**src/rtl/sar_adc_controller.sv**
```systemverilog
// Successive-approximation controller that drives an R2R ladder DAC and
// samples an external comparator to binary-search the input voltage.
module sar_adc_controller #(
    parameter int WIDTH         = 8,
    parameter int SETTLE_CYCLES = 100
) (
    input  logic             clk,
    input  logic             reset_n,
    input  logic             enable,
    input  logic             start,
    input  logic             continuous,
    input  logic             comp_in,
    output logic [WIDTH-1:0] R2R_out,
    output logic [WIDTH-1:0] result,
    output logic             busy,
    output logic             done
);

    localparam int IDX_W = (WIDTH > 1) ? $clog2(WIDTH) : 1;
    localparam int CNT_W = $clog2(SETTLE_CYCLES);
    localparam logic [IDX_W-1:0] MSB_IDX   = IDX_W'(WIDTH - 1);
    localparam logic [CNT_W-1:0] CNT_RLD   = CNT_W'(SETTLE_CYCLES - 1);
    localparam logic [WIDTH-1:0] MSB_TRIAL = WIDTH'(1) << (WIDTH - 1);

    generate
        if (SETTLE_CYCLES < 3) begin : g_settle_chk
            $error("sar_adc_controller: SETTLE_CYCLES must be at least 3");
        end
    endgenerate

    typedef enum logic [1:0] {
        IDLE   = 2'd0,
        SETTLE = 2'd1,
        DECIDE = 2'd2,
        DONE   = 2'd3
    } state_e;

    state_e           state_q, state_d;
    logic [WIDTH-1:0] trial_q, trial_d;
    logic [WIDTH-1:0] result_q, result_d;
    logic [IDX_W-1:0] idx_q, idx_d;
    logic [CNT_W-1:0] cnt_q, cnt_d;
    logic             sync1_q, comp_s_q;

    logic [WIDTH-1:0] bit_mask;
    logic [WIDTH-1:0] trial_kept;

    always_ff @(posedge clk or negedge reset_n) begin
        if (!reset_n) begin
            state_q  <= IDLE;
            trial_q  <= '0;
            result_q <= '0;
            idx_q    <= MSB_IDX;
            cnt_q    <= '0;
            sync1_q  <= 1'b0;
            comp_s_q <= 1'b0;
        end else begin
            state_q  <= state_d;
            trial_q  <= trial_d;
            result_q <= result_d;
            idx_q    <= idx_d;
            cnt_q    <= cnt_d;
            sync1_q  <= comp_in;
            comp_s_q <= sync1_q;
        end
    end

    assign bit_mask = WIDTH'(1) << idx_q;

    always_comb begin
        state_d    = state_q;
        trial_d    = trial_q;
        result_d   = result_q;
        idx_d      = idx_q;
        cnt_d      = cnt_q;
        trial_kept = comp_s_q ? trial_q : (trial_q & ~bit_mask);

        unique case (state_q)
            IDLE: begin
                if (start) begin
                    trial_d = MSB_TRIAL;
                    idx_d   = MSB_IDX;
                    cnt_d   = CNT_RLD;
                    state_d = SETTLE;
                end
            end
            SETTLE: begin
                if (cnt_q == '0) begin
                    state_d = DECIDE;
                end else begin
                    cnt_d = cnt_q - CNT_W'(1);
                end
            end
            DECIDE: begin
                if (idx_q == '0) begin
                    trial_d  = trial_kept;
                    result_d = trial_kept;
                    state_d  = DONE;
                end else begin
                    // Commit the decided bit and tentatively set the next one down.
                    trial_d = trial_kept | (bit_mask >> 1);
                    idx_d   = idx_q - IDX_W'(1);
                    cnt_d   = CNT_RLD;
                    state_d = SETTLE;
                end
            end
            DONE: begin
                if (continuous) begin
                    trial_d = MSB_TRIAL;
                    idx_d   = MSB_IDX;
                    cnt_d   = CNT_RLD;
                    state_d = SETTLE;
                end else begin
                    state_d = IDLE;
                end
            end
            default: state_d = IDLE;
        endcase

        // Abort wins over everything: park the ladder at zero, keep the last result.
        if (!enable) begin
            state_d  = IDLE;
            trial_d  = '0;
            result_d = result_q;
        end
    end

    assign R2R_out = trial_q;
    assign result  = result_q;
    assign busy    = (state_q == SETTLE) || (state_q == DECIDE);
    assign done    = (state_q == DONE);

endmodule

```
**config.mk**
```make
export PLATFORM = sky130hd
export DESIGN_NAME = sar_adc_controller
export DESIGN_NICKNAME = d
export VERILOG_FILES = /design/src/rtl/sar_adc_controller.sv
export SDC_FILE = /design/constraint.sdc
export NUM_CORES = 1
export LEC_CHECK = 0
export ABC_AREA = 1
export CAP_MARGIN = 20
export CORE_AREA = 2 2 70 72
export DETAILED_ROUTE_END_ITERATION = 10
export DIE_AREA = 0 0 72 74
export PLACE_DENSITY = 0.61
export SETUP_SLACK_MARGIN = 0.05
export SLEW_MARGIN = 20
export SYNTH_ARGS = -nofsm -noshare
export SYNTH_HDL_FRONTEND = slang
export SYNTH_SLANG_ARGS = --single-unit
```
**constraint.sdc**
```tcl
create_clock -name clk -period 3.21 [get_ports clk]
set_clock_uncertainty 0.15 [all_clocks]
set_input_delay 0.321 -clock clk [delete_from_list [all_inputs] [get_ports clk]]
set_output_delay 0.321 -clock clk [all_outputs]
set_load 0.005 [all_outputs]
```
==> metrics.txt <==
# TYPE chip_impl_metric gauge
chip_impl_info{name="nature_of_the_critical_path_startpoint",value="flip-flop"} 1
chip_impl_metric{name="flip_flop_and_latch_count_after_synthesis",unit=""} 30
chip_impl_metric{name="die-height",unit="µm"} 74
chip_impl_metric{name="place_hpwl",unit="mm"} 2.54
chip_impl_metric{name="cts_inserted_buffers",unit=""} 5
chip_impl_metric{name="layout-area-overhead-vs-synth",unit="%"} 20.7
chip_impl_metric{name="maxSlewViolCount",unit=""} 0
chip_impl_metric{name="post_cts_hold_buffer_count",unit=""} 0
chip_impl_metric{name="period_minus_slack",unit="ns"} 2.06
chip_impl_metric{name="chipWidth",unit="µm"} 72
chip_impl_metric{name="synth_fp_nets",unit=""} 241
chip_impl_metric{name="nets",unit=""} 267
chip_impl_metric{name="hold_violations",unit=""} 0
chip_impl_metric{name="max_capacitance_violation_total",unit=""} 0
chip_impl_metric{name="final_core_utilization",unit="%"} 46.9
chip_impl_metric{name="port_buffers",unit=""} 23
chip_impl_info{name="worstReg2RegStart",value="state_q[0]$_DFFE_PN0P_"} 1
chip_impl_metric{name="timing.critical_path.buf_inv",unit=""} 2
chip_impl_metric{name="clock_tree.buffer_depth",unit=""} 2
chip_impl_metric{name="pin_count_of_the_biggest_net_entering_global_routing",unit=""} 31
chip_impl_metric{name="synth.yosys.warnings",unit=""} 0
chip_impl_metric{name="gr-total-overflow",unit=""} 0
chip_impl_metric{name="total_power",unit="mW"} 1.61
chip_impl_metric{name="routed_via_density",unit=""} 4.74
chip_impl_metric{name="clkTransAtPathRegs",unit="ns"} 0.07
chip_impl_info{name="holdCritPathClass",value="flip-flop to flip-flop"} 1
chip_impl_metric{name="htreeDepth",unit=""} 2
chip_impl_info{name="crit-reg2reg-capture",value="cnt_q[4]$_DFFE_PN0P_"} 1
chip_impl_metric{name="final_critical_path_setup_slack",unit="ns"} 1.15
chip_impl_metric{name="first_global_vias",unit=""} 1413
chip_impl_metric{name="fin_crit_sh",unit="%"} 64.1
chip_impl_info{name="critPathLaunch",value="state_q[0]$_DFFE_PN0P_"} 1
chip_impl_metric{name="num_antenna_cells",unit=""} 0
chip_impl_metric{name="achievable-frequency",unit="MHz"} 486
chip_impl_metric{name="path_max_fanout",unit=""} 6
chip_impl_metric{name="setup_viol_count_final",unit=""} 0
chip_impl_metric{name="layout.cell_area.non_filler",unit="mm²"} 0.00216
chip_impl_metric{name="grt.total_usage",unit="%"} 14.8
chip_impl_metric{name="postRouteWirelength",unit="mm"} 3.32
chip_impl_info{name="grt_setup_unrepaired",value="no"} 1
chip_impl_info{name="timing.critical_path.to",value="busy"} 1
chip_impl_metric{name="power.density_cell_area",unit="mW/mm²"} 744
chip_impl_info{name="criticalPathCategory",value="flip-flop to output pin"} 1
chip_impl_metric{name="finalSetupTns",unit="ns"} 0
chip_impl_metric{name="cp_num_cells",unit=""} 3
chip_impl_metric{name="fp.coreArea",unit="mm²"} 0.00460
chip_impl_metric{name="cp.arrival",unit="ns"} 1.59
chip_impl_metric{name="slowest_delay",unit="ns"} 0.49
chip_impl_info{name="cp_endpoint_kind",value="output pin"} 1
chip_impl_metric{name="relSlewSlack",unit="%"} 74.6
chip_impl_metric{name="drc",unit=""} 0
chip_impl_info{name="yosys.cell_count.top_type",value="sky130_fd_sc_hd__nand2_1"} 1
chip_impl_metric{name="count_of_flip_flops_with_a_built_in_enable_after_synthesis",unit=""} 0
chip_impl_info{name="postSynth.topFlopCell",value="sky130_fd_sc_hd__dfrtp_1"} 1
chip_impl_metric{name="route.detailed.wl_per_inst",unit="µm"} 10.9
chip_impl_metric{name="postSynthAreaPerCell",unit="µm²"} 7.98
chip_impl_info{name="crit_path_top_delay_cell",value="sky130_fd_sc_hd__clkdlybuf4s50_1"} 1
chip_impl_metric{name="crit_required",unit="ns"} 2.74
chip_impl_info{name="cts_tree",value="done"} 1
chip_impl_metric{name="rows",unit=""} 25
chip_impl_metric{name="firstDrtPassIters",unit=""} 4
chip_impl_info{name="synthTopCellsByCount",value="89 x sky130_fd_sc_hd__nand2_1, 27 x sky130_fd_sc_hd__dfrtp_1, 24 x sky130_fd_sc_hd__nand3_1"} 1
chip_impl_metric{name="worst-r2r-setup-slack",unit="ns"} 1.21
chip_impl_metric{name="detailedRoute.firstIterationViolations",unit=""} 42
chip_impl_metric{name="initial_antenna_violation_count",unit=""} 0
chip_impl_metric{name="post_cts_resized",unit=""} 0
chip_impl_metric{name="start_util",unit="%"} 38.9
chip_impl_metric{name="die-area",unit="mm²"} 0.00533
chip_impl_info{name="netlist_top_cells_area",value="sky130_fd_sc_hd__dfrtp_1 38%, sky130_fd_sc_hd__nand2_1 19%, sky130_fd_sc_hd__ha_1 7.7%, sky130_fd_sc_hd__nand3_1 6.7%, sky130_fd_sc_hd__dfstp_2 4.4%"} 1
chip_impl_metric{name="antenna_left",unit=""} 0
chip_impl_metric{name="yosys_top_cell_area_share",unit="%"} 37.8
chip_impl_metric{name="distinct_cell_type_count_of_the_synthesized_netlist",unit=""} 26
chip_impl_metric{name="netlist_instances",unit=""} 224
chip_impl_metric{name="grt_first_pass_wirelength",unit="mm"} 6.13
chip_impl_metric{name="synth-seq-area-share",unit="%"} 42.2
chip_impl_metric{name="synth_async_sr_flop_share",unit="%"} 100
chip_impl_metric{name="cts.sinks",unit=""} 30
chip_impl_metric{name="tightestPinTransition",unit="ns"} 0.381
chip_impl_metric{name="drive_above_1_share",unit="%"} 9.96
chip_impl_metric{name="r2r_cells",unit=""} 8
chip_impl_metric{name="combined_area_of_all_synthesized_cells",unit="mm²"} 0.00179
chip_impl_info{name="root_buffer",value="sky130_fd_sc_hd__clkbuf_8"} 1
chip_impl_metric{name="pre_cts_ws",unit="ns"} 1.20
chip_impl_metric{name="post_cts.repair.setup_buffers",unit=""} 0
chip_impl_metric{name="vias",unit=""} 1447
chip_impl_info{name="run_status",value="completed"} 1
chip_impl_info{name="synth_top_area_cell",value="sky130_fd_sc_hd__dfrtp_1"} 1
chip_impl_metric{name="fillerInstances",unit=""} 459
chip_impl_info{name="cells_along_the_critical_path",value="inv_1, ha_1, clkdlybuf4s50_1"} 1
chip_impl_metric{name="postPlaceCellArea",unit="mm²"} 0.00205
chip_impl_metric{name="clock_latency",unit="ns"} 0.28
chip_impl_metric{name="placer_congestion",unit=""} 0.842
chip_impl_info{name="cp_top_family",value="buffers and inverters"} 1
chip_impl_metric{name="cellLeakagePower",unit="nW"} 1.11
chip_impl_metric{name="floorplan.io_pins",unit=""} 24
chip_impl_metric{name="peakVddDrop",unit="µV"} 532
state kept, by name (all words and copies together), names as in the netlist:
signal and cells:
result 8, R2R_out 8, comp_s_q 1, cnt_q 7, sync1_q 1, idx_q 3
state_q 2
through the flow:
step	hold slack (ns)	cells
final	0.195	305
after global routing	0.212	305
after CTS	0.199	305
after detailed placement	0.187	297
after global placement	0.185	297
after floorplan	-0.125	224
worst min-delay path by stage:
stage                           start                     end  slack, ns  cells past startpoint
CTS                 sync1_q$_DFF_PN0_      comp_s_q$_DFF_PN0_       0.20                      0
finish              sync1_q$_DFF_PN0_      comp_s_q$_DFF_PN0_       0.19                      0
detailed placement  sync1_q$_DFF_PN0_      comp_s_q$_DFF_PN0_       0.19                      0
global route        sync1_q$_DFF_PN0_      comp_s_q$_DFF_PN0_       0.21                      0
global placement    sync1_q$_DFF_PN0_      comp_s_q$_DFF_PN0_       0.18                      0
floorplan                     reset_n  R2R_out[0]$_DFFE_PN0P_      -0.12                      0
area by class of cell:
class                   instances  area, µm²  area share, %
multi-input cells             168        902           41.8
flip-flops and latches         30        754           35.0
repair buffers                 24        238           11.0
inverters                      21       86.3           4.00
clock buffers                   5       68.8           3.19
well taps                      54       67.6           3.13
clock inverters                 3       40.0           1.86
metal layers:
| layer | share of wire, % | track usage (%) | up-vias |
|---|---|---|---|
| li1 | - | - | 767 |
| met1 | 45 | 17.1 | 648 |
| met2 | 50 | 26.3 | 25 |
| met3 | 3.0 | 3.66 | 7 |
| met4 | 1.8 | 6.29 | 0 |
| met5 | 0 | 0 | - |
worst reg2reg max path, stage by stage, from the launching register on:
cell	delay (ns)
sky130_fd_sc_hd__dfrtp_1	0.43
sky130_fd_sc_hd__inv_1	0.12
sky130_fd_sc_hd__ha_1	0.40
sky130_fd_sc_hd__inv_1	0.21
sky130_fd_sc_hd__nor2_8	0.20
sky130_fd_sc_hd__nor2_8	0.07
sky130_fd_sc_hd__and2_4	0.19
sky130_fd_sc_hd__nand2_1	0.06
sky130_fd_sc_hd__nand2_1	0.05
placed cells by master (no fill, tap or decap):
cell,Yosys,layout
sky130_fd_sc_hd__clkinv_2,0,2
sky130_fd_sc_hd__ha_1,11,11
sky130_fd_sc_hd__nand4_1,4,4
sky130_fd_sc_hd__nand2_1,89,89
sky130_fd_sc_hd__o21ai_4,1,1
sky130_fd_sc_hd__nand3_2,1,1
sky130_fd_sc_hd__nor2_2,1,1
sky130_fd_sc_hd__buf_4,0,1
sky130_fd_sc_hd__clkbuf_8,0,5
sky130_fd_sc_hd__and2_4,1,1
sky130_fd_sc_hd__xor2_1,2,2
sky130_fd_sc_hd__dfrtp_1,27,27
sky130_fd_sc_hd__nand3_1,24,24
sky130_fd_sc_hd__o21ai_2,1,1
sky130_fd_sc_hd__clkdlybuf4s50_1,0,23
sky130_fd_sc_hd__dfstp_2,3,3
sky130_fd_sc_hd__o211ai_1,1,1
sky130_fd_sc_hd__nand3_4,1,1
sky130_fd_sc_hd__inv_2,1,1
sky130_fd_sc_hd__inv_1,19,19
sky130_fd_sc_hd__nand2_4,2,2
sky130_fd_sc_hd__o21ai_1,6,6
sky130_fd_sc_hd__nor2_1,9,9
sky130_fd_sc_hd__o21ai_0,10,10
sky130_fd_sc_hd__a21oi_1,1,1
sky130_fd_sc_hd__bufinv_16,0,1
sky130_fd_sc_hd__inv_8,1,1
sky130_fd_sc_hd__nor2_4,1,1
sky130_fd_sc_hd__nor2_8,2,2
power breakdown:
group,internal [mW],switching [mW],total (mW)
logic,0.258,0.417,0.675
registers,0.471,0.0905,0.562
clock network,0.228,0.141,0.369
logic make-up after synthesis:
kind of cell / after synthesis / synth area share, %
compound gates: 20 / 6.58
xor+xnor: 2 / 0.981
fa+ha+maj: 11 / 7.70
buf+inv: 26 / 7.28
flops: 30 / 42.2
simple gates: 135 / 35.2
Power figures use the tool's default switching activity.
